### config.mk
export PLATFORM = sky130hd
export DESIGN_NAME = bram_wr_arbiter_flat
export DESIGN_NICKNAME = d
export VERILOG_FILES = /design/src/rtl/bram_arb_pkg.sv /design/src/rtl/bram_wr_arbiter_if.sv /design/src/rtl/rr_arbiter.sv /design/src/rtl/bram_wr_arbiter.sv /design/src/flat_wrapper.sv
export SDC_FILE = /design/constraint.sdc
export NUM_CORES = 1
export LEC_CHECK = 0
export CORE_ASPECT_RATIO = 1.75
export CORE_MARGIN = 10
export CORE_UTILIZATION = 25
export CTS_CLUSTER_DIAMETER = 120
export DETAILED_ROUTE_END_ITERATION = 8
export GPL_ROUTABILITY_DRIVEN = 0
export PLACE_DENSITY_LB_ADDON = 0.2
export SETUP_SLACK_MARGIN = 0.3
export SKIP_CTS_REPAIR_TIMING = 1
export SLEW_MARGIN = 40
export SYNTH_ARGS = -nofsm -noshare
export SYNTH_HDL_FRONTEND = slang
export SYNTH_SLANG_ARGS = --single-unit
### constraint.sdc
create_clock -name clk -period 4.35 [get_ports clk]
set_clock_uncertainty 0.05 [all_clocks]
set_input_delay 0.435 -clock clk [delete_from_list [all_inputs] [get_ports clk]]
set_output_delay 0.435 -clock clk [all_outputs]
set_load 0.03 [all_outputs]
### src/rtl/bram_arb_pkg.sv
// ---------------------------------------------------------------------------
// bram_arb_pkg
// Shared types and helpers for the BRAM write arbiter.
//   state_t    : controller states (IDLE arbitrates, CLEAR sweeps memory)
//   rr_pick_t  : result of a round-robin search (found flag + winner index)
//   rr_winner(): round-robin winner from a valid vector and the last grant.
//                The search starts at (last+1) mod nreq and wraps once.
// No configuration macros are used in this file.
// ---------------------------------------------------------------------------
package bram_arb_pkg;

  localparam int MAX_REQ = 8;
  localparam int MAX_IDW = 3;

  typedef enum logic [0:0] {
    IDLE  = 1'b0,
    CLEAR = 1'b1
  } state_t;

  typedef struct packed {
    logic               found;
    logic [MAX_IDW-1:0] idx;
  } rr_pick_t;

  // Vectors are zero-extended to MAX_REQ by the caller so one function
  // serves every NREQ in 2..8. Positions k > nreq are never visited.
  function automatic rr_pick_t rr_winner(input logic [MAX_REQ-1:0] valid,
                                         input logic [MAX_IDW-1:0] last,
                                         input int                 nreq);
    rr_pick_t res;
    int       idx;
    res = '0;
    for (int k = 1; k <= MAX_REQ; k++) begin
      idx = (int'(last) + k) % nreq;
      if ((k <= nreq) && !res.found && valid[idx[MAX_IDW-1:0]]) begin
        res.found = 1'b1;
        res.idx   = idx[MAX_IDW-1:0];
      end
    end
    return res;
  endfunction

endpackage

### src/rtl/bram_wr_arbiter_if.sv
// ---------------------------------------------------------------------------
// bram_wr_arbiter_if
// Bundle of the NREQ write requesters seen by the arbiter.
//   req_valid [NREQ]        : requester i wants to write
//   req_ready [NREQ]        : arbiter accepts requester i this cycle
//   req_addr  [NREQ*ADDRW]  : requester i at [i*ADDRW +: ADDRW]
//   req_data  [NREQ*WIDTH]  : requester i at [i*WIDTH +: WIDTH]
// Handshake: a write transfers in any cycle where req_valid[i] and
// req_ready[i] are both high. A requester keeps valid, addr and data stable
// until that happens; ready may depend combinationally on valid.
// Modports: master = requester side, slave = arbiter side.
// ---------------------------------------------------------------------------
interface bram_wr_arbiter_if #(
  parameter int NREQ  = 4,
  parameter int ADDRW = 8,
  parameter int WIDTH = 8
);
  logic [NREQ-1:0]       req_valid;
  logic [NREQ-1:0]       req_ready;
  logic [NREQ*ADDRW-1:0] req_addr;
  logic [NREQ*WIDTH-1:0] req_data;

  modport master (output req_valid, req_addr, req_data, input req_ready);
  modport slave  (input req_valid, req_addr, req_data, output req_ready);
endinterface

### src/rtl/rr_arbiter.sv
// ---------------------------------------------------------------------------
// rr_arbiter
// NREQ-wide round-robin arbiter: combinational one-hot grant plus a
// registered last-grant pointer that advances only on an accepted grant.
//   clk, rst    : clock, synchronous active-high reset
//   i_valid     : request vector
//   i_enable    : arbitration allowed this cycle (0 forces no grant)
//   o_grant     : one-hot grant (ready to the winner)
//   o_grant_id  : index of the winner (meaningful when o_accept=1)
//   o_accept    : a grant is issued this cycle
// Reset puts the pointer at NREQ-1 so requester 0 is searched first.
// No configuration macros are used in this file.
// ---------------------------------------------------------------------------
module rr_arbiter
  import bram_arb_pkg::*;
#(
  parameter  int NREQ = 4,
  localparam int IDW  = $clog2(NREQ)
) (
  input  logic            clk,
  input  logic            rst,
  input  logic [NREQ-1:0] i_valid,
  input  logic            i_enable,
  output logic [NREQ-1:0] o_grant,
  output logic [IDW-1:0]  o_grant_id,
  output logic            o_accept
);

  logic [IDW-1:0]     r_last_grant;
  logic [MAX_REQ-1:0] w_valid_ext;
  logic [MAX_IDW-1:0] w_last_ext;
  rr_pick_t           w_pick;

  always_comb begin
    w_valid_ext             = '0;
    w_valid_ext[NREQ-1:0]   = i_valid;
    w_last_ext              = '0;
    w_last_ext[IDW-1:0]     = r_last_grant;
  end

  assign w_pick     = rr_winner(w_valid_ext, w_last_ext, NREQ);
  assign o_accept   = i_enable && w_pick.found;
  assign o_grant_id = w_pick.idx[IDW-1:0];

  always_comb begin
    o_grant = '0;
    if (o_accept) begin
      o_grant[w_pick.idx[IDW-1:0]] = 1'b1;
    end
  end

  always_ff @(posedge clk) begin
    if (rst) begin
      r_last_grant <= IDW'(NREQ - 1);
    end else if (o_accept) begin
      r_last_grant <= w_pick.idx[IDW-1:0];
    end
  end

endmodule

### src/rtl/bram_wr_arbiter.sv
// ---------------------------------------------------------------------------
// bram_wr_arbiter
// Round-robin write arbiter in front of port A of a simple dual-port BRAM,
// with an optional full-memory clear sweep.
// Ports:
//   clk, rst     : clock, synchronous active-high reset
//   req_if       : requester bundle (slave modport), see bram_wr_arbiter_if
//   clear_start  : one-cycle pulse starting a clear sweep (IDLE only)
//   clear_data   : fill value, captured with an accepted clear_start
//   busy         : high while the clear sweep runs
//   bram_we/bram_addr/bram_din : registered BRAM port-A write
//   grant_id     : requester owning the current write (0 for clear writes)
//   o_dbg_state  : current controller state
// Configuration macro: BRAM_WR_ARB_CLEAR_EN compiles in the CLEAR state,
// the clear counter and busy. Without it clear_start/clear_data are ignored
// and busy is tied low.
// Timing: a transfer accepted in cycle N shows up as bram_we=1 in cycle N+1.
// Without a transfer bram_we=0 and addr/din/grant_id hold their values.
// ---------------------------------------------------------------------------
module bram_wr_arbiter
  import bram_arb_pkg::*;
#(
  parameter  int NREQ  = 4,
  parameter  int WIDTH = 8,
  parameter  int DEPTH = 256,
  localparam int ADDRW = $clog2(DEPTH),
  localparam int IDW   = $clog2(NREQ)
) (
  input  logic              clk,
  input  logic              rst,
  bram_wr_arbiter_if.slave  req_if,
  input  logic              clear_start,
  input  logic [WIDTH-1:0]  clear_data,
  output logic              busy,
  output logic              bram_we,
  output logic [ADDRW-1:0]  bram_addr,
  output logic [WIDTH-1:0]  bram_din,
  output logic [IDW-1:0]    grant_id,
  output state_t            o_dbg_state
);

  state_t           r_state;
  logic             r_bram_we;
  logic [ADDRW-1:0] r_bram_addr;
  logic [WIDTH-1:0] r_bram_din;
  logic [IDW-1:0]   r_grant_id;

  logic             w_clear_go;
  logic             w_arb_en;
  logic [NREQ-1:0]  w_grant;
  logic [IDW-1:0]   w_gid;
  logic             w_accept;
  logic [ADDRW-1:0] w_sel_addr;
  logic [WIDTH-1:0] w_sel_data;

`ifdef BRAM_WR_ARB_CLEAR_EN
  logic [ADDRW-1:0] r_clear_cnt;
  logic [WIDTH-1:0] r_clear_data;

  // A clear_start seen outside IDLE is simply not a clear_go, so a pulse
  // during a sweep neither restarts nor extends it.
  assign w_clear_go = (r_state == IDLE) && clear_start && !rst;
  assign busy       = (r_state == CLEAR);
`else
  logic w_unused_clear;

  assign w_unused_clear = ^{clear_start, clear_data};
  assign w_clear_go     = 1'b0;
  assign busy           = 1'b0;
`endif

  // A clear request wins over requesters in the same cycle; nothing is
  // granted while reset is applied.
  assign w_arb_en = (r_state == IDLE) && !w_clear_go && !rst;

  rr_arbiter #(.NREQ(NREQ)) u_rr (
    .clk        (clk),
    .rst        (rst),
    .i_valid    (req_if.req_valid),
    .i_enable   (w_arb_en),
    .o_grant    (w_grant),
    .o_grant_id (w_gid),
    .o_accept   (w_accept)
  );

  assign req_if.req_ready = w_grant;
  assign w_sel_addr = req_if.req_addr[int'(w_gid)*ADDRW +: ADDRW];
  assign w_sel_data = req_if.req_data[int'(w_gid)*WIDTH +: WIDTH];

  always_ff @(posedge clk) begin
    if (rst) begin
      r_state     <= IDLE;
      r_bram_we   <= 1'b0;
      r_bram_addr <= '0;
      r_bram_din  <= '0;
      r_grant_id  <= '0;
`ifdef BRAM_WR_ARB_CLEAR_EN
      r_clear_cnt  <= '0;
      r_clear_data <= '0;
`endif
    end else begin
      r_bram_we <= 1'b0;
      case (r_state)
        IDLE: begin
          if (w_accept) begin
            r_bram_we   <= 1'b1;
            r_bram_addr <= w_sel_addr;
            r_bram_din  <= w_sel_data;
            r_grant_id  <= w_gid;
          end
`ifdef BRAM_WR_ARB_CLEAR_EN
          if (w_clear_go) begin
            r_state      <= CLEAR;
            r_clear_cnt  <= '0;
            r_clear_data <= clear_data;
          end
`endif
        end
`ifdef BRAM_WR_ARB_CLEAR_EN
        CLEAR: begin
          r_bram_we   <= 1'b1;
          r_bram_addr <= r_clear_cnt;
          r_bram_din  <= r_clear_data;
          r_grant_id  <= '0;
          // Compare against DEPTH-1 rather than relying on wrap, so a
          // non-power-of-two depth stops at its own last word.
          if (r_clear_cnt == ADDRW'(DEPTH - 1)) begin
            r_state     <= IDLE;
            r_clear_cnt <= '0;
          end else begin
            r_clear_cnt <= r_clear_cnt + ADDRW'(1);
          end
        end
`endif
        default: r_state <= IDLE;
      endcase
    end
  end

  assign bram_we     = r_bram_we;
  assign bram_addr   = r_bram_addr;
  assign bram_din    = r_bram_din;
  assign grant_id    = r_grant_id;
  assign o_dbg_state = r_state;

endmodule

### src/flat_wrapper.sv
// flat-port wrapper written by rule: the top's interface ports become plain ports
module bram_wr_arbiter_flat import bram_arb_pkg::*;
#(
  parameter  int NREQ  = 4,
  parameter  int WIDTH = 8,
  parameter  int DEPTH = 256,
  localparam int ADDRW = $clog2(DEPTH),
  localparam int IDW   = $clog2(NREQ)
)
  (clk, rst, clear_start, clear_data, busy, bram_we, bram_addr, bram_din, grant_id, o_dbg_state, req_if_req_valid, req_if_req_addr, req_if_req_data, req_if_req_ready);
  bram_wr_arbiter_if #(.NREQ(NREQ), .ADDRW(($clog2(DEPTH))), .WIDTH(WIDTH)) req_if_i ();
  input  logic clk;
  input  logic rst;
  input  logic clear_start;
  input  logic [WIDTH-1:0] clear_data;
  output logic busy;
  output logic bram_we;
  output logic [ADDRW-1:0] bram_addr;
  output logic [WIDTH-1:0] bram_din;
  output logic [IDW-1:0] grant_id;
  output state_t o_dbg_state;
  input wire logic [$bits(req_if_i.req_valid)-1:0] req_if_req_valid;
  input wire logic [$bits(req_if_i.req_addr)-1:0] req_if_req_addr;
  input wire logic [$bits(req_if_i.req_data)-1:0] req_if_req_data;
  output wire logic [$bits(req_if_i.req_ready)-1:0] req_if_req_ready;
  assign req_if_i.req_valid = req_if_req_valid;
  assign req_if_i.req_addr = req_if_req_addr;
  assign req_if_i.req_data = req_if_req_data;
  assign req_if_req_ready = req_if_i.req_ready;
  bram_wr_arbiter #(.NREQ(NREQ), .WIDTH(WIDTH), .DEPTH(DEPTH)) u_core (.clk(clk), .rst(rst), .req_if(req_if_i), .clear_start(clear_start), .clear_data(clear_data), .busy(busy), .bram_we(bram_we), .bram_addr(bram_addr), .bram_din(bram_din), .grant_id(grant_id), .o_dbg_state(o_dbg_state));
endmodule
# [After elaboration in Yosys (flattened, before gate mapping)]
# Cells that the tools add are included.
[word_totals] latchBits=0 input_bits=79 mem_bits_ro=0 memories=0 output_inout_bits=25 wordCells=50 mem_bits_rw=0 ff_bits=21
[op_classes] n_shift=2 multipliers=0 n_mux=16 eq_ne=0 div_mod_pow=0 add_sub_neg=4 order_cmp=6 reduce_logical=13 bitwise_logic=4
[ops] operator="indexed part select 32 x 6 -> 8 bit" count=2
[ops] operator="2-to-1 mux 4 bit" count=5
[ops] operator="less-than comparator 3 x 4 -> 1 bit (second input constant)" count=4
[ops] operator="binary-select mux 1 bit (select 3 bit)" count=4
[ops] operator="OR reduction 2 bit" count=4
[ops] operator="2-to-1 mux 1 bit" count=6
[ops] operator="logical AND 1 bit" count=5
[ops] operator="adder 2 x 1 -> 2 bit (second input constant)" count=2
[ops] operator="adder 2 bit (second input constant)" count=2
[ops] operator="bitwise AND 1 bit (first input constant)" count=4
[ops] operator="zero test 1 bit" count=4
[ops] operator="less-than comparator 2 x 3 -> 1 bit (second input constant)" count=1
[ops] operator="demux 1 bit (select 2 bit)" count=1
[ops] operator="greater-or-equal comparator 2 x 1 -> 1 bit (second input constant)" count=1

# [Longest topological paths before layout]
# Gate-level depths: netlist (run 1).
[depth] depth_word=20 mapped_depth=7 depth_no_buf=6

# [Cells and area by module]
# Synthesis (run 1) repeated with hierarchy kept, for this count alone.
[unflattened] cells_unflattened=138 area_unflattened_um2=1487.7
[modules_own_cells] module="bram_wr_arbiter" area_per_inst_um2=1191.1 cells_each=105 n_inst=1 seq_area_each_um2=380.4
[modules_own_cells] module="rr_arbiter" area_per_inst_um2=296.5 cells_each=33 n_inst=1 seq_area_each_um2=40.0

# [Worst setup path before layout (run 1)]
# Ideal clock, no wire load.
[synth_path] kind="input to output" from="in req_if_req_valid[3]" to="out req_if_req_ready[3]" required_time_ps=3865 n_path_buf=1 stages=6 arrival_time_ps=1682 path_slack_ps=2183 cell_sequence="nor4_2 -> or2_4 -> inv_2 -> buf_6 -> nand2_1 -> nor2_1"
[synth_via] elab_chain_len=17 elab_cells_between_ends=25 classes_between="2 x order compare; 15 x mux; 8 x reduce/logical"
[synth_lines] item="start, declared" line="flat_wrapper.sv:22" rtl="input wire logic [$bits(req_if_i.req_valid)-1:0] req_if_req_valid;"
[synth_lines] item="binary-select mux 1 bit (select 3 bit)" line="bram_arb_pkg.sv:35" rtl="if ((k <= nreq) && !res.found && valid[idx[MAX_IDW-1:0]]) begin"
[synth_lines] item="2-to-1 mux 1 bit (not written as such)" line="bram_arb_pkg.sv:35"
[synth_lines] item="2-to-1 mux 4 bit" line="bram_arb_pkg.sv:35"
[synth_lines] item="zero test 1 bit" line="bram_arb_pkg.sv:35"
[synth_lines] item="logical AND 1 bit" line="bram_arb_pkg.sv:35"
[synth_lines] item="2-to-1 mux 4 bit" line="bram_arb_pkg.sv:35"
[synth_lines] item="zero test 1 bit" line="bram_arb_pkg.sv:35"
[synth_lines] item="logical AND 1 bit" line="bram_arb_pkg.sv:35"
[synth_lines] item="2-to-1 mux 4 bit" line="bram_arb_pkg.sv:35"
[synth_lines] item="zero test 1 bit" line="bram_arb_pkg.sv:35"
[synth_lines] item="logical AND 1 bit" line="bram_arb_pkg.sv:35"
[synth_lines] item="2-to-1 mux 4 bit *" line="bram_arb_pkg.sv:35"
[synth_lines] item="less-than comparator 2 x 3 -> 1 bit (not written as such) / greater-or-equal comparator 2 x 1 -> 1 bit (equally long branches)" line="rr_arbiter.sv:48" rtl="o_grant[w_pick.idx[IDW-1:0]] = 1'b1;"
[synth_lines] item="logical AND 1 bit (not written as such)" line="rr_arbiter.sv:48"
[synth_lines] item="2-to-1 mux 1 bit (not written as such)" line="rr_arbiter.sv:48"
[synth_lines] item="demux 1 bit (select 2 bit)" line="rr_arbiter.sv:48"
[synth_lines] item="2-to-1 mux 4 bit *" line="rr_arbiter.sv:47" rtl="if (o_accept) begin"
[synth_lines] item="end, declared" line="flat_wrapper.sv:25" rtl="output wire logic [$bits(req_if_i.req_ready)-1:0] req_if_req_ready;"
# Mark *: on every way between the ends. The rest lies on a longest branch, timed or not. The select of a mux whose other input is x is not followed.

# [Worst setup path after layout (run 1)]
[layout_path] from="in req_if_req_valid[2]" to="out req_if_req_ready[3]"
# Same word-level chain as after synthesis.

==> results.sh, run 1 <==
export IMPL_yosys_top_cells_count="21 x dfxtp_1, 19 x nand3_1, 18 x mux2i_1, 18 x nand2_1, 10 x nor2_1"
export IMPL_finalCriticalPeriod_ps=3360
export IMPL_dieHeight_um=119
export IMPL_fillers=573
export IMPL_cp_data_arrival_time_ps=2880
export IMPL_regArea_sq_um=420
export IMPL_core_area_sq_um=5500
export IMPL_nets=333
export IMPL_diodes=0
export IMPL_drive_gt1_share_pct=8.70
export IMPL_setup_viol_count_final=0
export IMPL_worst_pin_slew_ps=677
export IMPL_synthFlopType="dfxtp_1"
export IMPL_status="finished, final reports clean"
export IMPL_min_path_type="flop to flop"
export IMPL_synth_edf_count=0
export IMPL_synth_area_leaders="dfxtp_1 30%, mux2i_1 13%, nand3_1 6.8%"
export IMPL_grt_usage_pct=11.8
export IMPL_ys_seq_elements=21
export IMPL_fin_crit_sh_pct=77.3
export IMPL_via_per_inst=4.64
export IMPL_post_place_ws_ps=964
export IMPL_cts_buffers=3
export IMPL_max_slew_margin_rel_pct=54.7
export IMPL_synth_cell_types=35
export IMPL_yosys_warnings=0
export IMPL_die_w_um=76.5
export IMPL_dp_hpwl_mm=4.29
export IMPL_postPlaceCellArea_sq_um=2380
export IMPL_avgSynthCellArea_sq_um=8.69
export IMPL_synth_top_area_share_pct=30.1
export IMPL_power_density_nw_per_um2=282
export IMPL_syn_area_sq_um=1400
export IMPL_final_cell_area_sq_um=2430
export IMPL_dieArea_sq_um=9110
export IMPL_rows=36
export IMPL_ir_worst_vdd_mv=0.111
export IMPL_cts_root_buf="clkbuf_8"
export IMPL_netlist_instances=161
export IMPL_crit_path_end_kind="primary output"
export IMPL_cp_start_kind="input port"
export IMPL_cts_tree="done"
export IMPL_cts_sinks=21
export IMPL_antenna_left=0
export IMPL_grt_max_degree=20
export IMPL_synth_compound_area_share_pct=16.0
export IMPL_postLayoutSetupSlackWorst_ps=988
export IMPL_async_reset_ff_share_pct=0
export IMPL_h_tree_depth=1
export IMPL_critical_path_max_fanout=14
export IMPL_routed_wl_mm=5.29
export IMPL_clockBufferDepth=2
export IMPL_drc=0
export IMPL_yosysMostFrequentCell="dfxtp_1"
export IMPL_post_drt_wl_per_cell_um=16.1
export IMPL_synth_area_mux_share_pct=23.3
export IMPL_synth_top_family_by_area="multiplexers"
export IMPL_rsz0062_at_grt="no"
export IMPL_tns_ps=0
export IMPL_fmax_mhz=297
export IMPL_yosysSeqAreaShare_pct=30.1
export IMPL_clk_latency_ps=250
export IMPL_synth_fa_ha_area_share_pct=0
export IMPL_overflow=0
export IMPL_synth_xor_area_share_pct=0
export IMPL_grt_pass1_vias=1707
export IMPL_start_util_pct=25.5
export IMPL_final_max_slew_viol_count=0
export IMPL_leakage_nw=0.908
export IMPL_grt_pass1_wl_mm=8.87
export IMPL_via_count=1526
export IMPL_critPathKind="input port to primary output"
export IMPL_dr_pass1_iters=4
export IMPL_multi_input_area_sq_um=883
export IMPL_path_clk_slew_ps=80
export IMPL_hold_viol_final=0
export IMPL_grt_antenna_before_repair=0
export IMPL_cp_data_required_time_ps=3870
export IMPL_cap_viol_max_count=0
export IMPL_synth_largest_area_cell="dfxtp_1"
export IMPL_drt_iter0_drc=35
export IMPL_port_buffers=92
export IMPL_area_delta_synth_final_pct=73.6
export IMPL_io_pins=104
export IMPL_synthSimpleGateAreaFrac_pct=22.7
-- stage by stage --
stage,instances,util (%),hold slack [ps],total power (W)
floorplan,162,-,451,0.000421
global placement,325,43.4,386,0.000566
detailed placement,325,43.4,385,0.000568
CTS,329,44.2,402,0.000700
global route,329,44.2,453,0.000732
finish,329,44.2,398,0.000686
-- flip-flops by register name, summed over array words and instances, names as in the netlist --
register / cells
u_core.grant_id: 2
u_core.bram_din: 8
u_core.bram_we: 1
u_core.u_rr.r_last_grant: 2
u_core.bram_addr: 8
-- cell families (layout without fill, tap and decap cells) --
| family | Yosys count | count (layout) |
|---|---|---|
| simple gates | 63 | 63 |
| compound gates | 30 | 30 |
| buf+inv | 15 | 106 |
| flops | 21 | 21 |
| other cells | 1 | 2 |
| mux | 31 | 31 |
-- layout by cell type, fill, tap and decap left out, types with 2 or more instances in the layout --
cell type        count
nor2_1              10
nand3b_1             6
inv_1                2
mux2_2               5
clkdlybuf4s50_1     92
mux2_1               8
nand3_1             19
clkbuf_8             3
nor3_1               2
nand2_1             18
and3_1               2
conb_1               2
buf_4                7
o21ai_1              6
a21o_1               3
dfxtp_1             21
o211ai_1             8
a31oi_1              3
mux2i_1             18
a311oi_1             3
-- area by class of cell --
class,count,area share [%]
clock buffer,4,1.85
timing repair buffer,99,40.1
multi-input combinational,126,36.4
tap,76,3.92
inverter,3,0.464
sequential,21,17.3
-- worst paths after layout --
kind	start	to	slack (ps)	depth (start not counted)
worst max-delay path	req_if_req_valid[2]	req_if_req_ready[3]	990	7
worst min-delay path	u_core.grant_id[1]$_SDFFE_PP0P_	u_core.grant_id[1]$_SDFFE_PP0P_	400	2
worst max register to register	u_core.u_rr.r_last_grant[0]$_SDFFE_PP1P_	u_core.bram_addr[0]$_SDFFE_PP0P_	2250	6
worst min register to register	u_core.grant_id[1]$_SDFFE_PP0P_	u_core.grant_id[1]$_SDFFE_PP0P_	400	2
-- report_power, final --
part | leakage [nW] | internal, W | switching, W
registers | 0.175 | 0.000219 | 0.0000133
clock network | 0.0228 | 0.0000651 | 0.0000617
logic | 0.711 | 0.000165 | 0.000161
total | 0.908 | 0.000449 | 0.000236
-- critical path, cell delays in order --
cell             delay, ps
clkdlybuf4s50_1        610
inv_1                   70
a221o_1                400
a21oi_4                360
buf_4                  310
nor2_1                  70
clkdlybuf4s50_1        600
-- routing by layer --
metal	GRT usage [%]	wire, um
met5	0	0
met4	2.45	34
met3	3.99	357
met2	22.4	2950
met1	12.0	1950
No activity file was read; power rests on OpenSTA's default activity.
==> run 2: changes to the inputs <==
Clock period 4.35 ns to 3.5 ns, I/O delays scaled along.
==> run 2 against run 1 <==
  * Sequential cell count unchanged
  * Final area down 0.15%
  * Non-clock buffer count down 1
  * Routed wire length down 1.1%
  * Combinational power up 24%
  * Worst hold slack worse by 3.8 ps
  * First-iteration DRC count rose to 3.1 times the previous value
  * Worst setup slack worse by 570 ps
  * Register-to-register slack worse by 810 ps
  * Critical path depth unchanged
  * Critical path type unchanged
==> results.sh, run 2 (same netlist as run 1, synthesis figures left out) <==
export IMPL_area_delta_synth_final_pct=73.3
export IMPL_min_path_type="flop to flop"
export IMPL_die_w_um=76.5
export IMPL_pwr_share_seq_pct=33.9
export IMPL_cts_buffers=3
export IMPL_core_area_sq_um=5500
export IMPL_hold_start="u_core.grant_id[1]$_SDFFE_PP0P_"
export IMPL_fillers=588
export IMPL_multi_input_area_sq_um=886
export IMPL_cts_sinks=21
export IMPL_critical_path_max_fanout=14
export IMPL_crit_path_end_kind="primary output"
export IMPL_worstRegToRegCells=6
export IMPL_dieArea_sq_um=9110
export IMPL_start_util_pct=25.5
export IMPL_most_common_layout_cells="92 x clkdlybuf4s50_1, 21 x dfxtp_1, 19 x nand3_1"
export IMPL_cp_data_required_time_ps=3100
export IMPL_setup_viol_count_final=0
export IMPL_routed_wl_mm=5.23
export IMPL_antenna_left=0
export IMPL_cp_start_kind="input port"
export IMPL_cap_viol_max_count=0
export IMPL_tns_ps=0
export IMPL_reg2reg_to="u_core.bram_din[5]$_SDFFE_PP0P_"
export IMPL_leakage_nw=0.904
export IMPL_regArea_sq_um=420
export IMPL_dp_hpwl_mm=4.26
export IMPL_post_drt_wl_per_cell_um=15.9
export IMPL_clockBufferDepth=2
export IMPL_fmax_mhz=325
export IMPL_hold_viol_final=0
export IMPL_cts_tree="done"
export IMPL_via_per_inst=4.69
export IMPL_post_place_ws_ps=180
export IMPL_io_pins=104
export IMPL_final_max_slew_viol_count=0
export IMPL_port_buffers=92
export IMPL_worst_pin_slew_ps=699
export IMPL_clkPwrFrac_pct=18.5
export IMPL_r2r_slack_ps=1440
export IMPL_clk_latency_ps=250
export IMPL_grt_pass1_wl_mm=8.53
export IMPL_cp_data_arrival_time_ps=2680
export IMPL_critPathKind="input port to primary output"
export IMPL_whs_path_depth=2
export IMPL_final_common_cell="clkdlybuf4s50_1"
export IMPL_power_density_nw_per_um2=351
export IMPL_status="finished, final reports clean"
export IMPL_nets=332
export IMPL_power_frac_comb_pct=47.6
export IMPL_via_count=1539
export IMPL_swShare_pct=34.4
export IMPL_postLayoutSetupSlackWorst_ps=421
export IMPL_grt_usage_pct=11.4
export IMPL_regToRegStartpoint="u_core.u_rr.r_last_grant[0]$_SDFFE_PP1P_"
export IMPL_grt_max_degree=25
export IMPL_intPower_w=0.000558
export IMPL_finalCriticalPeriod_ps=3080
export IMPL_dr_pass1_iters=4
export IMPL_cts_root_buf="clkbuf_8"
export IMPL_diodes=0
export IMPL_rsz0062_at_grt="yes"
export IMPL_overflow=0
export IMPL_max_slew_margin_rel_pct=53.2
export IMPL_drc=0
export IMPL_h_tree_depth=1
export IMPL_rows=36
export IMPL_fin_crit_sh_pct=88.0
export IMPL_ir_worst_vdd_mv=0.222
export IMPL_path_clk_slew_ps=70
export IMPL_drive_gt1_share_pct=8.73
export IMPL_drt_iter0_drc=109
export IMPL_worstHoldEndpoint="u_core.grant_id[1]$_SDFFE_PP0P_"
export IMPL_grt_pass1_vias=1717
export IMPL_grt_antenna_before_repair=0
export IMPL_dieHeight_um=119
export IMPL_p_switching_w=0.000293
-- run 2: power by group through the flow --
stage	logic [W]	registers (W)	clock network, W
global placement	0.000406	0.000293	0
CTS	0.000409	0.000289	0.000167
global route	0.000437	0.000293	0.000180
floorplan	0.000170	0.000353	0
detailed placement	0.000408	0.000294	0
finish	0.000405	0.000289	0.000157
-- run 2: layout make-up --
cell class                      count  share of cell area [%]
Timing Repair Buffer               98                    39.8
Multi-Input combinational cell    126                    36.5
Sequential cell                    21                    17.3
Tap cell                           76                    3.92
Clock buffer                        4                    1.86
Inverter                            3                   0.516
-- run 2: critical path, cell delays in order --
cell	delay, ps
clkdlybuf4s50_1	580
or3b_1	400
o221ai_2	120
buf_4	260
nand2_2	150
nor2_1	120
clkdlybuf4s50_1	680
-- run 2: worst max-delay path by stage --
stage	startpoint	endpoint	slack (ps)	cells past startpoint
2_1_floorplan	req_if_req_valid[3]	req_if_req_ready[3]	1500	6
3_3_place_gp	req_if_req_valid[3]	req_if_req_ready[1]	260	6
3_5_place_dp	req_if_req_valid[3]	req_if_req_ready[1]	180	6
4_1_cts	req_if_req_valid[3]	req_if_req_ready[1]	170	6
5_1_grt	req_if_req_valid[3]	req_if_req_ready[1]	260	7
6_report	req_if_req_valid[1]	req_if_req_ready[1]	420	7
-- run 2: metrics by stage --
stage               hold WS, ps  instances  total power (W)  instance area [sq um]  utilization, %
global route                445        328         0.000911                   2420            44.1
CTS                         400        327         0.000865                   2410            43.9
floorplan                   432        162         0.000523                   1400               -
global placement            387        323         0.000699                   2370            43.1
detailed placement          387        323         0.000702                   2370            43.1
finish                      395        328         0.000851                   2420            44.1
-- run 2: per-layer routing --
layer,vias to the layer above,GRT usage [%],routed length [um]
met4,0,4.44,112
li1,767,-,-
met3,6,3.46,333
met1,715,11.2,1990
met2,51,21.5,2800
met5,-,0,0
